<file path="src/rtl/ppumc_arb_if.sv">
// Bundle of the render port, host port and ppumc-side signals around ppumc_arb.
// The slave modport is the arbiter; the master modport is the requesters plus the memory.
interface ppumc_arb_if #(
  parameter int ADDR_W = 14
);
  logic              r_req;
  logic [ADDR_W-1:0] r_addr;
  logic              r_gnt;
  logic              r_vld;
  logic [7:0]        r_data;

  logic              h_req;
  logic              h_wr;
  logic [ADDR_W-1:0] h_addr;
  logic [7:0]        h_wdata;
  logic              h_busy;
  logic              h_ack;
  logic [7:0]        h_rdata;

  logic [ADDR_W-1:0] m_a;
  logic              m_wr;
  logic [7:0]        m_dout;
  logic [7:0]        m_din;

  modport slave (
    input  r_req, r_addr, h_req, h_wr, h_addr, h_wdata, m_din,
    output r_gnt, r_vld, r_data, h_busy, h_ack, h_rdata, m_a, m_wr, m_dout
  );

  modport master (
    output r_req, r_addr, h_req, h_wr, h_addr, h_wdata, m_din,
    input  r_gnt, r_vld, r_data, h_busy, h_ack, h_rdata, m_a, m_wr, m_dout
  );
endinterface

</file>
<file path="src/rtl/ppumc_arb.sv">
// Shares the single-ported ppumc between the render fetch port (priority) and a
// host req/ack port, with a wait counter that forces one host slot under starvation.
module ppumc_arb #(
  parameter int ADDR_W   = 14,
  parameter int MAX_WAIT = 8,
  parameter int WAIT_W   = 4
) (
  input  logic         clk,
  input  logic         rst,
  ppumc_arb_if.slave   bus
);

  typedef enum logic [1:0] {IDLE, PEND, ISSUED, ACK} state_t;

  localparam logic [WAIT_W-1:0] WAIT_MAX = WAIT_W'(MAX_WAIT);

  state_t            state;
  logic [WAIT_W-1:0] wait_cnt;
  logic              host_wr;
  logic [ADDR_W-1:0] host_addr;
  logic [7:0]        host_wdata;
  logic              host_slot;
  logic              r_vld_q;
  logic              h_ack_q;
  logic [7:0]        h_rdata_q;

  // The host wins a slot when the render port is quiet or has starved it long enough.
  assign host_slot = (state == PEND) && (!bus.r_req || (wait_cnt == WAIT_MAX));

  assign bus.r_gnt   = bus.r_req && !host_slot;
  assign bus.m_a     = host_slot ? host_addr : bus.r_addr;
  assign bus.m_wr    = host_slot && host_wr;
  assign bus.m_dout  = host_wdata;
  assign bus.r_vld   = r_vld_q;
  assign bus.r_data  = bus.m_din;
  assign bus.h_busy  = (state != IDLE);
  assign bus.h_ack   = h_ack_q;
  assign bus.h_rdata = h_rdata_q;

  // NOTE: sequential state uses non-blocking assignments so every flop samples pre-edge values.
  always_ff @(posedge clk or negedge rst) begin
    if (!rst) begin
      state      <= IDLE;
      wait_cnt   <= '0;
      host_wr    <= 1'b0;
      host_addr  <= '0;
      host_wdata <= '0;
      r_vld_q    <= 1'b0;
      h_ack_q    <= 1'b0;
      h_rdata_q  <= '0;
    end else begin
      r_vld_q <= bus.r_gnt;
      h_ack_q <= (state == ISSUED);
      case (state)
        IDLE: begin
          if (bus.h_req) begin
            host_wr    <= bus.h_wr;
            host_addr  <= bus.h_addr;
            host_wdata <= bus.h_wdata;
            wait_cnt   <= '0;
            state      <= PEND;
          end
        end
        PEND: begin
          if (host_slot) begin
            state <= ISSUED;
          end else if (wait_cnt != WAIT_MAX) begin
            wait_cnt <= wait_cnt + WAIT_W'(1);
          end
        end
        ISSUED: begin
          // Read data for the address issued last cycle is on m_din now.
          if (!host_wr) h_rdata_q <= bus.m_din;
          state <= ACK;
        end
        ACK: state <= IDLE;
        default: state <= IDLE;
      endcase
    end
  end

endmodule

</file>
<file path="src/flat_wrapper.sv">
// flat-port wrapper written by rule: the top's interface ports become plain ports
module ppumc_arb_flat 
#(
  parameter int ADDR_W   = 14,
  parameter int MAX_WAIT = 8,
  parameter int WAIT_W   = 4
)
  (clk, rst, bus_r_req, bus_r_addr, bus_h_req, bus_h_wr, bus_h_addr, bus_h_wdata, bus_m_din, bus_r_gnt, bus_r_vld, bus_r_data, bus_h_busy, bus_h_ack, bus_h_rdata, bus_m_a, bus_m_wr, bus_m_dout);
  ppumc_arb_if #(.ADDR_W(ADDR_W)) bus_i ();
  input  logic clk;
  input  logic rst;
  input wire logic [$bits(bus_i.r_req)-1:0] bus_r_req;
  input wire logic [$bits(bus_i.r_addr)-1:0] bus_r_addr;
  input wire logic [$bits(bus_i.h_req)-1:0] bus_h_req;
  input wire logic [$bits(bus_i.h_wr)-1:0] bus_h_wr;
  input wire logic [$bits(bus_i.h_addr)-1:0] bus_h_addr;
  input wire logic [$bits(bus_i.h_wdata)-1:0] bus_h_wdata;
  input wire logic [$bits(bus_i.m_din)-1:0] bus_m_din;
  output wire logic [$bits(bus_i.r_gnt)-1:0] bus_r_gnt;
  output wire logic [$bits(bus_i.r_vld)-1:0] bus_r_vld;
  output wire logic [$bits(bus_i.r_data)-1:0] bus_r_data;
  output wire logic [$bits(bus_i.h_busy)-1:0] bus_h_busy;
  output wire logic [$bits(bus_i.h_ack)-1:0] bus_h_ack;
  output wire logic [$bits(bus_i.h_rdata)-1:0] bus_h_rdata;
  output wire logic [$bits(bus_i.m_a)-1:0] bus_m_a;
  output wire logic [$bits(bus_i.m_wr)-1:0] bus_m_wr;
  output wire logic [$bits(bus_i.m_dout)-1:0] bus_m_dout;
  assign bus_i.r_req = bus_r_req;
  assign bus_i.r_addr = bus_r_addr;
  assign bus_i.h_req = bus_h_req;
  assign bus_i.h_wr = bus_h_wr;
  assign bus_i.h_addr = bus_h_addr;
  assign bus_i.h_wdata = bus_h_wdata;
  assign bus_i.m_din = bus_m_din;
  assign bus_r_gnt = bus_i.r_gnt;
  assign bus_r_vld = bus_i.r_vld;
  assign bus_r_data = bus_i.r_data;
  assign bus_h_busy = bus_i.h_busy;
  assign bus_h_ack = bus_i.h_ack;
  assign bus_h_rdata = bus_i.h_rdata;
  assign bus_m_a = bus_i.m_a;
  assign bus_m_wr = bus_i.m_wr;
  assign bus_m_dout = bus_i.m_dout;
  ppumc_arb #(.ADDR_W(ADDR_W), .MAX_WAIT(MAX_WAIT), .WAIT_W(WAIT_W)) u_core (.clk(clk), .rst(rst), .bus(bus_i));
endmodule
</file>
<file path="config.mk">
export PLATFORM = sky130hd
export DESIGN_NAME = ppumc_arb_flat
export DESIGN_NICKNAME = d
export VERILOG_FILES = /design/src/rtl/ppumc_arb_if.sv /design/src/rtl/ppumc_arb.sv /design/src/flat_wrapper.sv
export SDC_FILE = /design/constraint.sdc
export NUM_CORES = 1
export LEC_CHECK = 0
export ABC_AREA = 1
export BUFFER_PORTS_ARGS = -buffer_cell sky130_fd_sc_hd__buf_4
export CORE_MARGIN = 3
export CORE_UTILIZATION = 41
export DETAILED_ROUTE_END_ITERATION = 10
export GPL_TIMING_DRIVEN = 0
export PLACE_DENSITY_LB_ADDON = 0.15
export SLEW_MARGIN = 20
export SYNTH_ARGS = -nofsm -noshare
export SYNTH_HDL_FRONTEND = slang
export SYNTH_SLANG_ARGS = --single-unit
export TNS_END_PERCENT = 5
</file>
<file path="constraint.sdc">
create_clock -name clk -period 1.4 [get_ports clk]
set_input_delay 0.28 -clock clk [delete_from_list [all_inputs] [get_ports clk]]
set_output_delay 0.28 -clock clk [all_outputs]
set_load 0.01 [all_outputs]
</file>
==> results.ini, run 1 <==
[status]
run_status = finished with violations
violations = setup timing

[floorplanning]
chipHeight_um = 74.3
placementRows = 24
die-area_mm2 = 0.00552
core-area_mm2 = 0.00441
total_i_o_pin_count = 92
initial_cell_density_of_the_core_pct = 43.3
fp.dieW_um = 74.3

[timing]
unrepaired_setup_endpoints_after_global_routing = yes
timing.final.crit_share_pct = 139
post-route-worst-setup-slack_ns = -0.540
setup-violations-final = 39
timing_worst_slew_pin_value_ns = 0.480
hold_violation_count_in_the_final_report = 0
holdWs_ns = 0.223
max-slew-margin-rel_pct = 68.0
final-max-slew-violation-count = 0
final.setup_skew_ns = 0.00447
max_freq_mhz = 515
period_minus_slack_ns = 1.94

[place]
dp.final_hpwl_um = 3260
place_area_mm2 = 0.00274
placement.io_buffers = 91
routabilityCongestion = 0.723
dpl.cell_count = 330

[grt]
antenna_found_initial = 0
grt_use_total_pct = 17.1
grt_pass1_vias = 1560
grt_start_max_net_pins = 40
grt_first_pass_wirelength_um = 7160
grt-ovfl-total = 0

[worst_setup_path]
timing.critical_path.slowest_stage_cell = sky130_fd_sc_hd__dfrtp_1
crit_path_cell_trace = inv_2, ha_4, nand3_4, nand2_4, nand2_4, buf_8, clkbuf_16, nand2_2, nand2_2, buf_4
timing.critical_path.slowest_cell_delay_ns = 0.41
worst-endpoint-arrival_ns = 1.66
critPathMaxFanout = 6
startpoint_type = register
critical_path_start_end_classification = register to output pin
worst_setup_path_end_kind = output pin
timing.critical_path.required_ns = 1.12

[clock_tree]
tritoncts_num_sinks = 39
worst_skew_pair.late_latency_ns = 0.28
h-tree-depth = 2
cts_root_buffer = sky130_fd_sc_hd__clkbuf_8
max-clock-path-buffers = 2
tritoncts.num_buffers = 5
tritoncts = yes
clk_pin_slew_worst_paths_ns = 0.08

[yosys]
share_of_the_synthesized_area_in_the_top_cell_type_pct = 51.1
yosysWarningCount = 0
synth.net_count = 242
synth_cells = 187
synth.cell_area_mm2 = 0.00191
synth.avg_cell_area_um2 = 10.2
synth_seq_area_share_pct = 51.1
synth.lib_cells_used.distinct = 19
synth-seq-cells = 39
synth_top_cells_by_area = sky130_fd_sc_hd__dfrtp_1 (51%), sky130_fd_sc_hd__mux2_2 (18%), sky130_fd_sc_hd__nand2_1 (12%), sky130_fd_sc_hd__ha_1 (3.9%), sky130_fd_sc_hd__buf_4 (3.1%)
synth_top_cell_by_area = sky130_fd_sc_hd__dfrtp_1

[power_and_ir_drop]
internal_power_uw = 3710
p_switching_uw = 1950
power.share.switching_pct = 34.5
power_frac_clock_pct = 12.9
part_of_the_total_power_dissipated_in_combinational_logic_pct = 53.0
cellPowerDensity_mw_per_mm2 = 1840
worst_ir_drop_vdd_mv = 1.15
power_frac_seq_pct = 34.1
static-leakage-power_uw = 0.00158

[final_layout]
multi_input_area_um2 = 900
finalInstanceArea_mm2 = 0.00308
antenna_diode_instance_count = 0
flow.area_growth_from_synthesis_pct = 61.1
final_core_utilization_pct = 69.7
instances_no_fill = 351
layout.nets = 353
seq_area_um2 = 976
share_of_cells_above_drive_strength_1_pct = 63.9
fillers = 354

[worst_hold_path]
hold_path_class = input pin to register

[drt]
drc_errors = 0
met1_length_um = 1820
first_pass_iters = 4
route.met2.wl_um = 2130
detailed_route_iter0_violations = 43
dr_wl_met3_um = 476
drt-wirelength-per-cell_um = 12.8
postRouteWirelength_um = 4500
dr.max_layer_used = met4
via_count = 1665
drt.antenna.violating_nets = 0
detail_route.vias_per_cell = 4.74

[flow_run]
max_cap_viol_count = 0

layer usage:
metal,GRT usage [%],vias up
met4,6.13,0
met5,0,-
li1,-,812
met2,27.2,67
met1,22.0,779
met3,5.68,7
critical path: cells and delay by family, from the launching register on:
| kind | cells | cell delay (ns) |
|---|---|---|
| buffers and inverters | 4 | 0.51 |
| AND/OR/NAND/NOR | 5 | 0.33 |
| flip-flops | 1 | 0.41 |
| adder cells (fa/ha/maj) | 1 | 0.13 |
power by group through the flow:
stage	logic, uW	clock network, uW	registers, uW
final	3000	732	1930
after global routing	3280	808	2020
after CTS	2860	757	1930
after detailed placement	2550	0	1970
after global placement	2520	0	1940
after floorplan	1440	0	2040
registers in the layout, indices dropped and copies added (netlist names):
name / count
u_core.state: 2
u_core.wait_cnt: 4
u_core.bus.h_rdata: 8
u_core.host_wr: 1
u_core.bus.h_ack: 1
u_core.bus.r_vld: 1
u_core.host_addr: 14
u_core.bus.m_dout: 8
cells in the mapped netlist:
| library cell | n |
|---|---|
| sky130_fd_sc_hd__nor2_1 | 7 |
| sky130_fd_sc_hd__dfrtp_1 | 39 |
| sky130_fd_sc_hd__buf_4 | 8 |
| sky130_fd_sc_hd__nand2_1 | 63 |
| sky130_fd_sc_hd__o21ai_0 | 2 |
| sky130_fd_sc_hd__nand3b_1 | 2 |
| sky130_fd_sc_hd__nand3_1 | 3 |
| sky130_fd_sc_hd__clkbuf_2 | 1 |
| sky130_fd_sc_hd__buf_6 | 4 |
| sky130_fd_sc_hd__inv_2 | 2 |
| sky130_fd_sc_hd__o21bai_1 | 1 |
| sky130_fd_sc_hd__mux2_2 | 30 |
| sky130_fd_sc_hd__nand4_1 | 1 |
| sky130_fd_sc_hd__nand3_2 | 1 |
| sky130_fd_sc_hd__ha_1 | 6 |
| sky130_fd_sc_hd__inv_1 | 10 |
| sky130_fd_sc_hd__a21oi_1 | 2 |
| sky130_fd_sc_hd__nand2_2 | 4 |
| sky130_fd_sc_hd__buf_2 | 1 |
worst paths after layout:
path                                startpoint  slack, ns  cells after the start              endpoint
max reg2reg                 u_core.wait_cnt[0]      -0.36                     14    u_core.wait_cnt[2]
min reg2reg                u_core.host_addr[4]       0.51                      1   u_core.host_addr[4]
min                             bus_h_wdata[6]       0.22                      2  u_core.bus.m_dout[6]
max                         u_core.wait_cnt[0]      -0.54                     10            bus_m_a[5]
min in group asynchronous                  rst       0.50                      2   u_core.host_addr[7]
max in group asynchronous                  rst       0.57                      2      u_core.bus.h_ack
through the flow:
step | TNS (ns) | setup slack [ns] | power, uW
2_1_floorplan | -0.631 | -0.0713 | 3480
3_3_place_gp | -5.77 | -0.285 | 4460
3_5_place_dp | -6.61 | -0.295 | 4520
4_1_cts | -10.74 | -0.525 | 5550
5_1_grt | -12.45 | -0.610 | 6100
6_report | -9.56 | -0.540 | 5660
cells by family after synthesis:
group	share of synthesized area (%)
flops	51.1
compound gates	1.44
simple gates	17.5
mux	17.7
fa+ha+maj	3.93
buf+inv	8.38
layout by cell type, fill, tap and decap left out, drive strengths merged:
cell type,count
nand4,1
o21bai,1
o21ai,2
nand2,67
nor2,7
inv,12
ha,6
clkinv,1
dfrtp,39
clkbuf,8
buf,115
a21oi,2
clkinvlp,1
nand3,4
dlygate4sd3,1
nand3b,2
mux2,30
repair_timing:
item / CTS / global route
resized for setup: 17 / 17
hold endpoints to repair: 39 / 0
setup buffers: 9 / 1
hold buffers: 1 / 0
endpoints found under the setup margin: 47 / 47
pin swaps: 6 / 4
cloned: 0 / 2
cell type report:
class / instances / share of cell area (%)
Clock inverter: 2 / 0.407
Timing Repair Buffer: 104 / 27.8
Sequential cell: 39 / 31.7
Buffer: 14 / 4.88
Clock buffer: 6 / 2.36
Inverter: 12 / 1.54
Tap cell: 52 / 2.11
Multi-Input combinational cell: 122 / 29.2
Power figures use the tool's default switching activity.
==> run 2: changes to the inputs <==
CTS_CLUSTER_SIZE = 10   (was not set)
TNS_END_PERCENT = 30   (was 5)
==> run 2 against run 1 <==
Effect of this change: the flow still finishes with violations (setup timing); first-iteration DRC count up 110%; die area unchanged; setup slack improved by 0.024 ns; sequential share of layout area shrank 0.94 points; utilization increased by 2.1 points; largest cell class unchanged.
==> results.ini, run 2 (synthesized netlist as in run 1, its figures left out) <==
[status]
run_status = finished with violations  ; unchanged
violations = setup timing  ; unchanged

[timing]
final.setup_skew_ns = 0.00400  ; was 0.00447 ns
unrepaired_setup_endpoints_after_global_routing = yes  ; unchanged
setup-violations-final = 17  ; was 39
timing.final.crit_share_pct = 137  ; was 139%
timing_worst_slew_pin_value_ns = 0.504  ; was 0.480 ns
hold_violation_count_in_the_final_report = 0  ; unchanged
max_freq_mhz = 522  ; was 515 MHz
final-max-slew-violation-count = 0  ; unchanged
period_minus_slack_ns = 1.92  ; was 1.94 ns
post-route-worst-setup-slack_ns = -0.516  ; was -0.540 ns
max-slew-margin-rel_pct = 66.4  ; was 68.0%

[floorplanning]
total_i_o_pin_count = 92  ; unchanged
placementRows = 24  ; unchanged
die-area_mm2 = 0.00552  ; unchanged
initial_cell_density_of_the_core_pct = 43.3  ; unchanged
core-area_mm2 = 0.00441  ; unchanged
fp.dieW_um = 74.3  ; unchanged
chipHeight_um = 74.3  ; unchanged

[final_layout]
largest_register_ffs = 14  ; unchanged
finalInstanceArea_mm2 = 0.00317  ; was 0.00308 mm^2
share_of_cells_above_drive_strength_1_pct = 67.6  ; was 63.9%
instances_no_fill = 351  ; unchanged
antenna_diode_instance_count = 0  ; unchanged
flow.area_growth_from_synthesis_pct = 66.0  ; was 61.1%
layout.nets = 354  ; was 353
most_frequent_standard_cell_in_the_layout_excluding_fill_and_tap_cells = sky130_fd_sc_hd__buf_4  ; unchanged
top_register = u_core.host_addr  ; unchanged
most-common-layout-cells = sky130_fd_sc_hd__buf_4 (96), sky130_fd_sc_hd__dfrtp_1 (39), sky130_fd_sc_hd__nand2_1 (34), sky130_fd_sc_hd__mux2_2 (30), sky130_fd_sc_hd__nand2_2 (20)  ; was sky130_fd_sc_hd__buf_4 (98), sky130_fd_sc_hd__nand2_1 (41), sky130_fd_sc_hd__dfrtp_1 (39), sky130_fd_sc_hd__mux2_2 (30), sky130_fd_sc_hd__nand2_2 (20)

[worst_hold_path]
min_from = bus_h_wdata[7]  ; was bus_h_wdata[6]
worst_hold_path.num_cells = 2  ; unchanged
hold_path_class = input pin to register  ; unchanged

[drt]
detailed_route_iter0_violations = 89  ; was 43
detail_route.vias_per_cell = 4.68  ; was 4.74
via_count = 1642  ; was 1665
drc_errors = 0  ; unchanged
drt.antenna.violating_nets = 0  ; unchanged
postRouteWirelength_um = 4650  ; was 4500 um
first_pass_iters = 4  ; unchanged
drt-wirelength-per-cell_um = 13.2  ; was 12.8 um

[clock_tree]
max-clock-path-buffers = 2  ; unchanged
clk_pin_slew_worst_paths_ns = 0.07  ; was 0.08 ns
cts_root_buffer = sky130_fd_sc_hd__clkbuf_8  ; unchanged
tritoncts_num_sinks = 39  ; unchanged
worst_skew_pair.late_latency_ns = 0.27  ; was 0.28 ns
tritoncts = yes  ; unchanged
tritoncts.num_buffers = 5  ; unchanged
h-tree-depth = 2  ; unchanged

[worst_setup_path]
worst_setup_path_end_kind = output pin  ; unchanged
critical_path.top_delay_family = buffers and inverters  ; unchanged
crit_path_cell_trace = inv_2, ha_4, nand3_2, nand2_2, nand2_4, buf_8, buf_16, nand2_2, nand2_2, buf_4  ; was inv_2, ha_4, nand3_4, nand2_4, nand2_4, buf_8, clkbuf_16, nand2_2, nand2_2, buf_4
timing.critical_path.slowest_stage_cell = sky130_fd_sc_hd__dfrtp_1  ; unchanged
critPathLaunch = u_core.wait_cnt[0]  ; unchanged
r2r_start = u_core.wait_cnt[0]  ; unchanged
critPathBufInv = 4  ; unchanged
path_common_cell = sky130_fd_sc_hd__nand2_2
worst-endpoint-arrival_ns = 1.64  ; was 1.66 ns
cp_num_cells = 10  ; unchanged
critPathMaxFanout = 5  ; was 6
timing.critical_path.required_ns = 1.12  ; about the same
startpoint_type = register  ; unchanged
worst_r2r_path_depth = 9  ; was 14
timing.critical_path.slowest_cell_delay_ns = 0.40  ; was 0.41 ns
critical_path_start_end_classification = register to output pin  ; unchanged

[flow_run]
max_cap_viol_count = 0  ; unchanged

[grt]
grt_first_pass_wirelength_um = 6910  ; was 7160 um
grt_start_max_net_pins = 40  ; unchanged
grt-ovfl-total = 0  ; unchanged
antenna_found_initial = 0  ; unchanged
grt_pass1_vias = 1562  ; was 1560
grt_use_total_pct = 16.3  ; was 17.1%

[place]
routabilityCongestion = 0.786  ; was 0.723
dp.final_hpwl_um = 3370  ; was 3260 um
place_area_mm2 = 0.00274  ; unchanged
dpl_worst_slack_ns = -0.287  ; was -0.295 ns
placement.io_buffers = 91  ; unchanged
dpl.cell_count = 330  ; unchanged

[power_and_ir_drop]
totalPowerFinal_uw = 5870  ; was 5660 uW
cellPowerDensity_mw_per_mm2 = 1850  ; was 1840 mW/mm^2
worst_ir_drop_vdd_mv = 1.09  ; was 1.15 mV
static-leakage-power_uw = 0.00160  ; was 0.00158 uW

==> run 2: cell types whose count changed in the layout (fill, tap and decap cells not counted), moves of 2 or more <==
cell                      change
sky130_fd_sc_hd__buf_6        +3
sky130_fd_sc_hd__nand2_4      +6
sky130_fd_sc_hd__buf_4        -2
sky130_fd_sc_hd__nand2_1      -7
sky130_fd_sc_hd__inv_1        -2
==> run 2: cell type report <==
class / instances / area (um^2)
clock inverters: 1 / 5.00
flip-flops and latches: 39 / 976
multi-input cells: 122 / 967
repair buffers: 105 / 876
inverters: 12 / 50.0
plain buffers: 14 / 150
fillers: 325 / 1240
well taps: 52 / 65.1
clock buffers: 6 / 82.6
==> run 2: repair_timing <==
item	CTS	global route
setup buffers	9	2
endpoints found under the hold margin	33	0
resized for setup	32	25
pin swaps	5	4
hold buffers	1	0
cloned	1	1
endpoints found under the setup margin	47	52
==> run 2: path summary, 6_finish.rpt <==
kind	to	slack, ns
worst min-delay path	u_core.bus.m_dout[7]	0.23
worst max register to register	u_core.wait_cnt[1]	0.01
min in group asynchronous	u_core.bus.h_rdata[5]	0.51
worst min register to register	u_core.bus.m_dout[6]	0.51
max in group asynchronous	u_core.wait_cnt[1]	0.54
worst max-delay path	bus_m_a[7]	-0.52
==> run 2: layer usage <==
layer,vias up,global-route usage (%),wire (um)
met3,2,6.62,448
li1,811,-,-
met4,0,3.56,17
met5,-,0,0
met1,775,18.6,1720
met2,54,28.7,2460
==> run 2: power by group <==
part	total, uW	internal [uW]	switching [uW]
sequential	1930	1670	260
clock	735	386	349
combinational	3210	1800	1410
==> run 2: metrics by stage <==
step                hold slack, ns  utilization [%]  setup TNS (ns)
floorplan                  -0.0156                -          -0.639
global placement             0.286             62.0           -5.85
detailed placement           0.289             62.0           -6.20
CTS                          0.223             69.1           -9.60
global route                 0.217             71.9          -10.07
finish                       0.232             71.9           -8.04
